<file path="src/rtl/ball_motion.sv">
// ball_motion: pong ball-position engine, one move per rising edge of the divider tick.
// Optional feature macro BALL_MOTION_PAUSE_EN adds a pause input that freezes play.
module ball_motion #(
  parameter int XBITS       = 5,
  parameter int YBITS       = 4,
  parameter int PADDLE_H    = 3,
  parameter int SERVE_DELAY = 8
) (
  input  logic             clk,
  input  logic             reset,
  input  logic             tick_in,
  input  logic [YBITS-1:0] paddle_l,
  input  logic [YBITS-1:0] paddle_r,
`ifdef BALL_MOTION_PAUSE_EN
  input  logic             pause,
`endif
  output logic [XBITS-1:0] ball_x,
  output logic [YBITS-1:0] ball_y,
  output logic             dir_x,
  output logic             dir_y,
  output logic             score_l,
  output logic             score_r
);

  localparam int CW = (SERVE_DELAY > 1) ? $clog2(SERVE_DELAY) : 1;
  localparam logic [XBITS-1:0] X_MAX      = '1;
  localparam logic [XBITS-1:0] X_CTR      = XBITS'(1 << (XBITS - 1));
  localparam logic [YBITS-1:0] Y_MAX      = '1;
  localparam logic [YBITS-1:0] Y_CTR      = YBITS'(1 << (YBITS - 1));
  localparam logic [CW-1:0]    SERVE_LAST = CW'(SERVE_DELAY - 1);
  localparam logic [YBITS:0]   PH         = (YBITS + 1)'(PADDLE_H);

  typedef enum logic [1:0] {SERVE, PLAY, MISS} state_t;

  state_t           state, state_nx;
  logic [CW-1:0]    serve_cnt, serve_cnt_nx;
  logic             tick_prev, step, act;
  logic [XBITS-1:0] x_nx;
  logic [YBITS-1:0] y_nx;
  logic             dx_nx, dy_nx, sl_nx, sr_nx;
  logic [YBITS:0]   y_ext, pl_ext, pr_ext;
  logic             hit_l, hit_r;

  assign step = tick_in & ~tick_prev;
`ifdef BALL_MOTION_PAUSE_EN
  assign act = step & ~pause;
`else
  assign act = step;
`endif

  // One extra bit so a paddle near the bottom wall does not wrap its extent.
  assign y_ext  = {1'b0, ball_y};
  assign pl_ext = {1'b0, paddle_l};
  assign pr_ext = {1'b0, paddle_r};
  assign hit_l  = (y_ext >= pl_ext) && (y_ext < pl_ext + PH);
  assign hit_r  = (y_ext >= pr_ext) && (y_ext < pr_ext + PH);

  always_comb begin
    state_nx     = state;
    serve_cnt_nx = serve_cnt;
    x_nx         = ball_x;
    y_nx         = ball_y;
    dx_nx        = dir_x;
    dy_nx        = dir_y;
    sl_nx        = 1'b0;
    sr_nx        = 1'b0;
    if (act) begin
      case (state)
        SERVE: begin
          serve_cnt_nx = serve_cnt + 1'b1;
          if (serve_cnt == SERVE_LAST) state_nx = PLAY;
        end
        PLAY: begin
          if (dir_y) begin
            if (ball_y == Y_MAX) begin
              dy_nx = 1'b0;
              y_nx  = Y_MAX - 1'b1;
            end else begin
              y_nx  = ball_y + 1'b1;
            end
          end else begin
            if (ball_y == '0) begin
              dy_nx = 1'b1;
              y_nx  = YBITS'(1);
            end else begin
              y_nx  = ball_y - 1'b1;
            end
          end

          if (!dir_x && ball_x == XBITS'(1)) begin
            if (hit_l) begin
              dx_nx = 1'b1;
              x_nx  = XBITS'(2);
            end else begin
              x_nx     = '0;
              sr_nx    = 1'b1;
              state_nx = MISS;
            end
          end else if (dir_x && ball_x == X_MAX - 1'b1) begin
            if (hit_r) begin
              dx_nx = 1'b0;
              x_nx  = X_MAX - XBITS'(2);
            end else begin
              x_nx     = X_MAX;
              sl_nx    = 1'b1;
              state_nx = MISS;
            end
          end else begin
            x_nx = dir_x ? ball_x + 1'b1 : ball_x - 1'b1;
          end
        end
        MISS: begin
          // Serve toward whoever conceded: ball parked at column 0 means left lost.
          dx_nx        = (ball_x != '0);
          x_nx         = X_CTR;
          y_nx         = Y_CTR;
          serve_cnt_nx = '0;
          state_nx     = SERVE;
        end
        default: state_nx = SERVE;
      endcase
    end
  end

  always_ff @(posedge clk) begin
    tick_prev <= tick_in;
    if (reset) begin
      state     <= SERVE;
      serve_cnt <= '0;
      ball_x    <= X_CTR;
      ball_y    <= Y_CTR;
      dir_x     <= 1'b1;
      dir_y     <= 1'b1;
      score_l   <= 1'b0;
      score_r   <= 1'b0;
    end else begin
      state     <= state_nx;
      serve_cnt <= serve_cnt_nx;
      ball_x    <= x_nx;
      ball_y    <= y_nx;
      dir_x     <= dx_nx;
      dir_y     <= dy_nx;
      score_l   <= sl_nx;
      score_r   <= sr_nx;
    end
  end

endmodule

</file>
<file path="config.mk">
export PLATFORM = sky130hd
export DESIGN_NAME = ball_motion
export DESIGN_NICKNAME = d
export VERILOG_FILES = /design/src/rtl/ball_motion.sv
export SDC_FILE = /design/constraint.sdc
export NUM_CORES = 1
export LEC_CHECK = 0
export CORE_ASPECT_RATIO = 2
export CORE_MARGIN = 5
export CORE_UTILIZATION = 55
export DETAILED_ROUTE_END_ITERATION = 12
export PLACE_DENSITY = 0.8
export SETUP_SLACK_MARGIN = 0.2
export SKIP_CTS_REPAIR_TIMING = 1
export SYNTH_ARGS = -nofsm -noshare
export SYNTH_HDL_FRONTEND = slang
export SYNTH_SLANG_ARGS = --single-unit
</file>
<file path="constraint.sdc">
create_clock -name clk -period 2.43 [get_ports clk]
set_input_delay 0.243 -clock clk [delete_from_list [all_inputs] [get_ports clk]]
set_output_delay 0.243 -clock clk [all_outputs]
set_load 0.005 [all_outputs]
</file>
-- Word-level counts from Yosys, hierarchy flattened
Index checks and enable logic that the tools add are counted.
- bits of input ports: 11
- flip-flop bits (word level): 19
- word-level logic and storage cells: 82
- equality and inequality tests: 12
- mux-type cells: 27
- $add $sub $neg: 7
- magnitude comparators: 4
- reduce and logical (&&, ||, !) cells: 17
- bitwise operators: 6
- operators with widths (cell ; count):
    5-bit two-way mux ; 3
    3-bit != test, second input constant ; 5
    2-bit two-way mux ; 7
    4-bit two-way mux ; 3
    4-bit by 2-bit adder with 5-bit output, second input constant ; 2
    4-bit by 5-bit < comparator with 1-bit output ; 2
    5-bit one-hot mux with 2 select lines ; 1
    5-bit AND reduction ; 2
    1-bit two-way mux ; 9
    4-bit greater-or-equal comparator ; 2
    4-bit one-hot mux with 2 select lines ; 1
    3-bit one-hot mux with 2 select lines ; 1
    2-bit AND reduction ; 3
    5-bit by 1-bit adder with 5-bit output, second input constant ; 1
    5-bit by 1-bit == test with 1-bit output, second input constant ; 1
    5-bit == test, second input constant ; 1
    1-bit NOT ; 5
    5-bit nonzero test ; 1
    5-bit OR reduction ; 1
    5-bit by 1-bit subtractor with 5-bit output, second input constant ; 1
    4-bit by 1-bit adder with 4-bit output, second input constant ; 1
    4-bit == test, second input constant ; 1
    1-bit logical AND ; 4
    4-bit logical NOT ; 1
    other kinds (13) ; 14

-- Longest topological paths before layout
Gate-level depths: netlist of the first run.
- depth after elaboration: 7
- gate-level depth with buffers: 9
- gate-level depth less buffers: 9

-- Worst setup path before layout of the first run
OpenSTA, ideal clock, no wires.
- path type: register -> register
- start point: register ball_y[0]
- end point: register state[1]
- data arrival time: 1.971 ns
- library setup time: 0.079 ns
- period minus slack after synthesis: 2.050 ns
- cell stages (with the launch flop): 9
- slack: 0.380 ns
- buffers on the path: 0
- cell sequence: dfxtp_1 inv_1 ha_1 nand2_1 a211o_1 a21oi_2 o21bai_4 a221o_1 a211oi_2
- longest elaborated chain between the ends: 4
- ends and longest elaborated chain (what ; line ; RTL):
    start: declaration ; 18 ; output logic [YBITS-1:0] ball_y,
    start signal: assignment ; 140 ; ball_y <= y_nx;
    4-bit by 5-bit < comparator with 1-bit output, or another cell as far along ; 56 ; assign hit_r = (y_ext >= pr_ext) && (y_ext < pr_ext + PH);
    1-bit logical AND (on tied branches) ; 56, 55 ;
    3-bit != test (no source line) ; - ;
    5-bit AND reduction (no source line) * ; - ;
    end signal: assignment ; 137 ; state <= state_nx;
    end: declaration ; 35 ; state_t state, state_nx;
Mark *: on every way between the ends. The rest lies on a longest branch, timed or not.
A chain may end at the register's enable or synchronous reset.

-- Worst setup path after layout of the first run
- start point: input paddle_r[3]
- end point: register ball_x[1]
- longest elaborated chain between the ends: 7
- ends and longest elaborated chain (what ; line ; RTL):
    start: declaration ; 13 ; input logic [YBITS-1:0] paddle_r,
    4-bit by 2-bit adder with 5-bit output ; 56 ;
    4-bit by 5-bit < comparator with 1-bit output ; 56 ;
    1-bit logical AND * ; 56 ;
    2-bit two-way mux * ; 100 ; if (hit_r) begin
    5-bit two-way mux * ; 99 ; end else if (dir_x && ball_x == X_MAX - 1'b1) begin
    5-bit two-way mux * ; 90 ; if (!dir_x && ball_x == XBITS'(1)) begin
    5-bit one-hot mux with 2 select lines * ; 68 ; case (state)
    end signal: assignment ; 139 ; ball_x <= x_nx;
    end: declaration ; 17 ; output logic [XBITS-1:0] ball_x,
Marked as above.

==> metrics.txt, run 1 <==
critical path's largest stage delay 0.51 ns; Synth top area share 22.4%; vias in the first global route 1,642; Data required, critical path 2.62 ns; Site Rows 28; simple-gate share of the synthesized area 23.4%; Gate power share 17.6%; CTS Buf Count 3; Post-DP HPWL 3010 microns; 1st-iter DRT viols 28; power density cells 307 nW/um^2; Slew HR 52.7%; via/cell ratio 6.02; post-synthesis mux area share 1.84%; Seq cells post-synth 19; number of synthesized flops with an enable pin 0; Max Freq 474 MHz; unrepaired setup endpoints after global routing false; Routed wire per std cell 14.6 microns; crit path time final 2.11 ns; fin nets 288; kind of critical path in -> reg; Clock Path Buffers 2; post-synthesis adder-cell area fraction 22.1%; Psw 0.000165 W; all-layer global routing usage 19.6%; CTS tree built; Vias 1,662; remaining global-route overflow 0; critical path's top delay family compound AO/OA/AOI/OAI gates; height of the die 88.7 microns; Final Slew Violations 0; Worst Setup Start Kind input port; Top Ports 24; CP Data Arrival Time 2.30 ns; final antenna-violating net count 0; HP Class in -> reg; Clock Skew 0.00588 ns; H-tree depth 1; clock-pin slew on the worst setup and hold paths 0.07 ns; Post-synth ARST share 0%; P_int 0.000492 W; sw frac 25.1%; Starting Density 57.1%; cell count after synthesis 212; post-place setup slack -0.213 ns; DRT Pass-1 Iters 4; pin count of the biggest net entering global routing 20; CTS Sinks 19; worst-path cell chain clkdlybuf4s50_1 > inv_1 > xnor2_1 > ha_1 > o211ai_1 > a32oi_2 > o21bai_4 > buf_4 > a221o_1 > a21oi_2; first-pass GRT wire length 7000 microns; DRC 0; Final Util 71.9%; Setup Viol. Count Final 0; Worst-Skew Late Latency 0.26 ns; Area growth syn-to-layout 25.8%; post-route setup slack 0.322 ns; Yosys cell types 47; worst slew pin tran 0.708 ns; root buffer cell clkbuf_8; Peak VDD IR 0.000343 V; Mean Syn Cell Area 8.03 sq um; Post-Syn Area 1700 sq um; Final Hold Fails 0; post-synthesis sequential area ratio 22.4%; top post-synthesis cells by area dfxtp_1 (22%), ha_1 (22%), a21oi_1 (5.6%); Main synth FF type dfxtp_1; cell type with the largest total area after synthesis dfxtp_1; CP Max Fanout 3; initial antenna violation count 0; area of the die 4370 sq um; syn nets 253; yosys warns 0; status finished clean; XOR/XNOR Fraction of Synth Area 2.57%; core area 2980 sq um; maximum capacitance violations 0; fin crit share 86.8%; sequential power share 48.0%; die width 49.3 microns; Clock Power Share 34.3%; IO buf count 23; layout cell share with drive strength beyond 1 14.6%; Compound-Gate Fraction of Synth Area 21.5%; critical path's slowest cell clkdlybuf4s50_1; Routed WL 4040 microns; RePlAce Congestion 0.822; Critical Path End Type flip-flop; CP bufs+invs 3; largest family of logic cells by synthesized area simple AND/OR/NAND/NOR gates; Ant. Diodes 0; leakage 0.958 nW
==> cell usage in the layout, fill, tap and decap left out, types with 2 or more instances in the layout <==
| cell | count |
|---|---|
| o211ai_1 | 2 |
| a221o_1 | 2 |
| a211oi_1 | 2 |
| nor2b_1 | 2 |
| nand3_1 | 7 |
| o21ai_0 | 7 |
| nand4_1 | 3 |
| buf_4 | 16 |
| o21a_1 | 2 |
| nand2b_1 | 7 |
| a31oi_1 | 3 |
| a211o_1 | 3 |
| dlymetal6s2s_1 | 5 |
| xor2_1 | 2 |
| clkbuf_8 | 3 |
| nand3b_1 | 3 |
| nand2_1 | 12 |
| mux2i_1 | 2 |
| a21oi_1 | 17 |
| ha_1 | 30 |
| a22oi_1 | 3 |
| nor3b_1 | 2 |
| inv_1 | 16 |
| dfxtp_1 | 18 |
| nor2_1 | 17 |
| nor3_1 | 10 |
| o21bai_1 | 2 |
| clkdlybuf4s50_1 | 18 |
| a21oi_2 | 2 |
| xnor2_1 | 3 |
==> cell families after synthesis <==
| group | after synthesis |
|---|---|
| AO/OA/AOI/OAI | 54 |
| multiplexers | 3 |
| AND/OR/NAND/NOR | 75 |
| buffers and inverters | 26 |
| XOR/XNOR | 5 |
| flip-flops | 19 |
| adder cells (fa/ha/maj) | 30 |
==> per-layer routing <==
layer | track usage [%] | routed length [microns] | up-vias
met3 | 3.04 | 146 | 7
met1 | 20.6 | 1570 | 791
met4 | 8.09 | 74 | 0
li1 | - | - | 826
met5 | 0 | 0 | -
met2 | 37.6 | 2240 | 38
==> state kept, by name, indices dropped and copies added (netlist names), 2 cells and up <==
signal,flops
ball_x,5
ball_y,4
serve_cnt,3
state,2
==> power groups by stage <==
stage                     sequential, W  combinational (W)  clock, W
final                          0.000315           0.000116  0.000225
after detailed placement       0.000322           0.000107         0
after global placement         0.000322           0.000104         0
after CTS                      0.000315           0.000108  0.000230
after floorplan                0.000322          0.0000594         0
after global routing           0.000315           0.000129  0.000246
==> worst register-to-register path: cells and delay by family (launching register included) <==
kind,cells,cell delay [ns]
buffers and inverters,2,0.28
AO/OA/AOI/OAI,5,1.07
AND/OR/NAND/NOR,1,0.06
adder cells (fa/ha/maj),1,0.31
flip-flops,1,0.33
==> cell usage after synthesis, types with 3 or more instances <==
master / count
ha_1: 30
inv_1: 17
nor2b_1: 3
o21ai_0: 8
nor3_1: 10
a22oi_1: 3
nand4_1: 3
nand2b_1: 7
a21oi_1: 19
nand3_1: 7
clkbuf_1: 5
nor2_1: 18
a31oi_1: 3
xnor2_1: 3
a211o_1: 3
nand3b_1: 3
nand2_1: 12
dfxtp_1: 19
==> final cells by class <==
cell class / instances / area (sq um)
Multi-Input combinational cell: 167 / 1250
Inverter: 17 / 63.8
Tap cell: 30 / 37.5
Timing Repair Buffer: 39 / 363
Clock buffer: 4 / 45.0
Sequential cell: 19 / 382
Fill cell: 248 / 837
==> through the flow <==
step	cells	hold WS (ns)	total power, W	setup TNS (ns)	cell area, sq um
after floorplan	212	0.271	0.000382	0	1700
after CTS	276	0.488	0.000654	0	2090
after global routing	276	0.502	0.000691	0	2140
after global placement	272	0.482	0.000426	-0.393	2050
final	276	0.485	0.000656	0	2140
after detailed placement	272	0.510	0.000429	-0.644	2050
==> path summary, 6_finish.rpt <==
check                                   from      endpoint  slack, ns  cells after the start
worst max-delay path             paddle_r[3]     ball_x[1]       0.32                     10
worst min-delay path                 tick_in     tick_prev       0.49                      1
worst min register to register  serve_cnt[1]  serve_cnt[1]       0.52                      2
worst max register to register     ball_y[0]     ball_x[1]       0.33                      9
(Power assumes the default switching activity.)
==> run 2: changes to the inputs <==
--- a/config.mk
+++ b/config.mk
@@ -5,10 +5,11 @@
 export SDC_FILE = /design/constraint.sdc
 export NUM_CORES = 1
 export LEC_CHECK = 0
+export ABC_CLOCK_PERIOD_IN_PS = 2430
 export CORE_ASPECT_RATIO = 2
-export CORE_MARGIN = 5
 export CORE_UTILIZATION = 55
 export DETAILED_ROUTE_END_ITERATION = 12
+export GPL_TIMING_DRIVEN = 0
 export PLACE_DENSITY = 0.8
 export SETUP_SLACK_MARGIN = 0.2
 export SKIP_CTS_REPAIR_TIMING = 1
==> run 2 against run 1 <==
Net effect:
- clock power down 4%
- combinational power down 13%
- global-route usage up 5.6 points
- wire length down 4.9%
- worst setup slack worse by 0.015 ns
- worst hold slack worse by 0.028 ns
- flip-flop and latch count unchanged
- sequential share of layout area up 0.74 points
- sequential power about the same
- largest power group unchanged
==> metrics.txt, run 2 (same netlist as run 1, synthesis figures left out) <==
Area growth syn-to-layout 22.0%; Routed wire per std cell 14.2 microns; Total Neg Setup Slack 0 ns; Top Ports 24; Slew HR 68.8%; Setup Viol. Count Final 0; largest registers ball_x (5), ball_y (4), serve_cnt (3); clock-pin slew on the worst setup and hold paths 0.07 ns; RePlAce Congestion 0.846; HP Class in -> reg; status finished clean; H-tree depth 1; CP Data Arrival Time 2.31 ns; initial antenna violation count 0; Top reg by flops ball_x; remaining global-route overflow 0; fin nets 282; most common cell after layout, fill and taps aside ha_1; hold path depth 2; post-route setup slack 0.306 ns; worst slew pin tran 0.469 ns; 1st-iter DRT viols 33; kind of critical path reg -> reg; most frequent cells in the layout ha_1 (30), nor2_1 (18), dfxtp_1 (17); vias in the first global route 1,512; Critical Path End Type flip-flop; Peak VDD IR 0.000411 V; Clock Path Buffers 2; Starting Density 57.8%; fin crit share 87.4%; CP bufs+invs 2; final antenna-violating net count 0; DRT Pass-1 Iters 4; unrepaired setup endpoints after global routing false; Data required, critical path 2.62 ns; power density cells 305 nW/um^2; Final Hold Fails 0; Site Rows 28; root buffer cell clkbuf_8; critical path's top delay family compound AO/OA/AOI/OAI gates; IO buf count 22; Worst-Skew Late Latency 0.25 ns; area of the die 3330 sq um; Ant. Diodes 0; post-place setup slack -0.393 ns; first-pass GRT wire length 6010 microns; Post-DP HPWL 2980 microns; Max Freq 471 MHz; layout cell share with drive strength beyond 1 10.8%; CTS Sinks 19; Worst Hold Margin 0.457 ns; pin count of the biggest net entering global routing 13; Final Slew Violations 0; all-layer global routing usage 25.2%; Vias 1,600; critical path's largest stage delay 0.39 ns; height of the die 80.7 microns; Routed WL 3840 microns; DRC 0; CP Max Fanout 8; leakage 0.917 nW; core area 2940 sq um; via/cell ratio 5.93; CTS Buf Count 3; r2r worst-path depth 9; Worst Setup Start Kind flip-flop; die width 41.3 microns; critical path's slowest cell dfxtp_4; CP Depth 9; maximum capacitance violations 0; crit path time final 2.12 ns; Clock Skew 0.00303 ns; Largest register FFs 5; CTS tree built; worst-path cell chain inv_1 > ha_1 > nand2_1 > a211o_1 > a21oi_4 > o21bai_4 > buf_4 > a221o_1 > a21oi_1
[run 2: cell types whose count changed in the layout (fill, tap and decap cells not counted), sizes merged]
cell,delta
buf,-10
clkbuf,+5
clkdlybuf4s50,-2
dlymetal6s2s,+1
[run 2: final cells by class]
type / count / area (sq um)
buffer: 9 / 43.8
clock buffer: 4 / 45.0
fill: 271 / 867
inverter: 17 / 63.8
multi-input combinational: 167 / 1250
sequential: 19 / 385
tap: 30 / 37.5
timing repair buffer: 24 / 250
[run 2: stage by stage]
step / total power [W] / std cells / utilization [%] / cell area (sq um)
4_1_cts: 0.000628 / 268 / 68.1 / 2000
3_3_place_gp: 0.000411 / 264 / 66.6 / 1960
2_1_floorplan: 0.000382 / 212 / - / 1700
6_report: 0.000633 / 270 / 70.5 / 2080
3_5_place_dp: 0.000414 / 264 / 66.6 / 1960
5_1_grt: 0.000664 / 270 / 70.5 / 2080
[run 2: worst register-to-register path: stages, from the launching register on]
cell      delay, ns
dfxtp_4        0.39
inv_1          0.13
ha_1           0.30
nand2_1        0.05
a211o_1        0.32
a21oi_4        0.17
o21bai_4       0.10
buf_4          0.15
a221o_1        0.30
a21oi_1        0.13
[run 2: layer usage]
layer  vias to the layer above  track usage [%]  share of wire, %  wire length, microns
li1                        809                -                 -                     -
met1                       754             25.6                39                  1500
met2                        29             47.3                57                  2170
met3                         8             1.93               2.2                    86
met4                         0             9.35               2.0                    78
met5                         -                0                 0                     0
[run 2: path summary, 6_finish.rpt]
kind | end | slack (ns) | startpoint
setup / recovery | ball_x[1] | 0.31 | ball_y[0]
hold / removal | ball_x[4] | 0.46 | reset
setup reg to reg | ball_x[1] | 0.31 | ball_y[0]
hold reg to reg | state[0] | 0.51 | state[0]
[run 2: power by group]
group	switching, W	internal, W
Combinational	0.0000525	0.0000490
Sequential	0.00000149	0.000313
Clock	0.000100	0.000117
Total	0.000154	0.000478
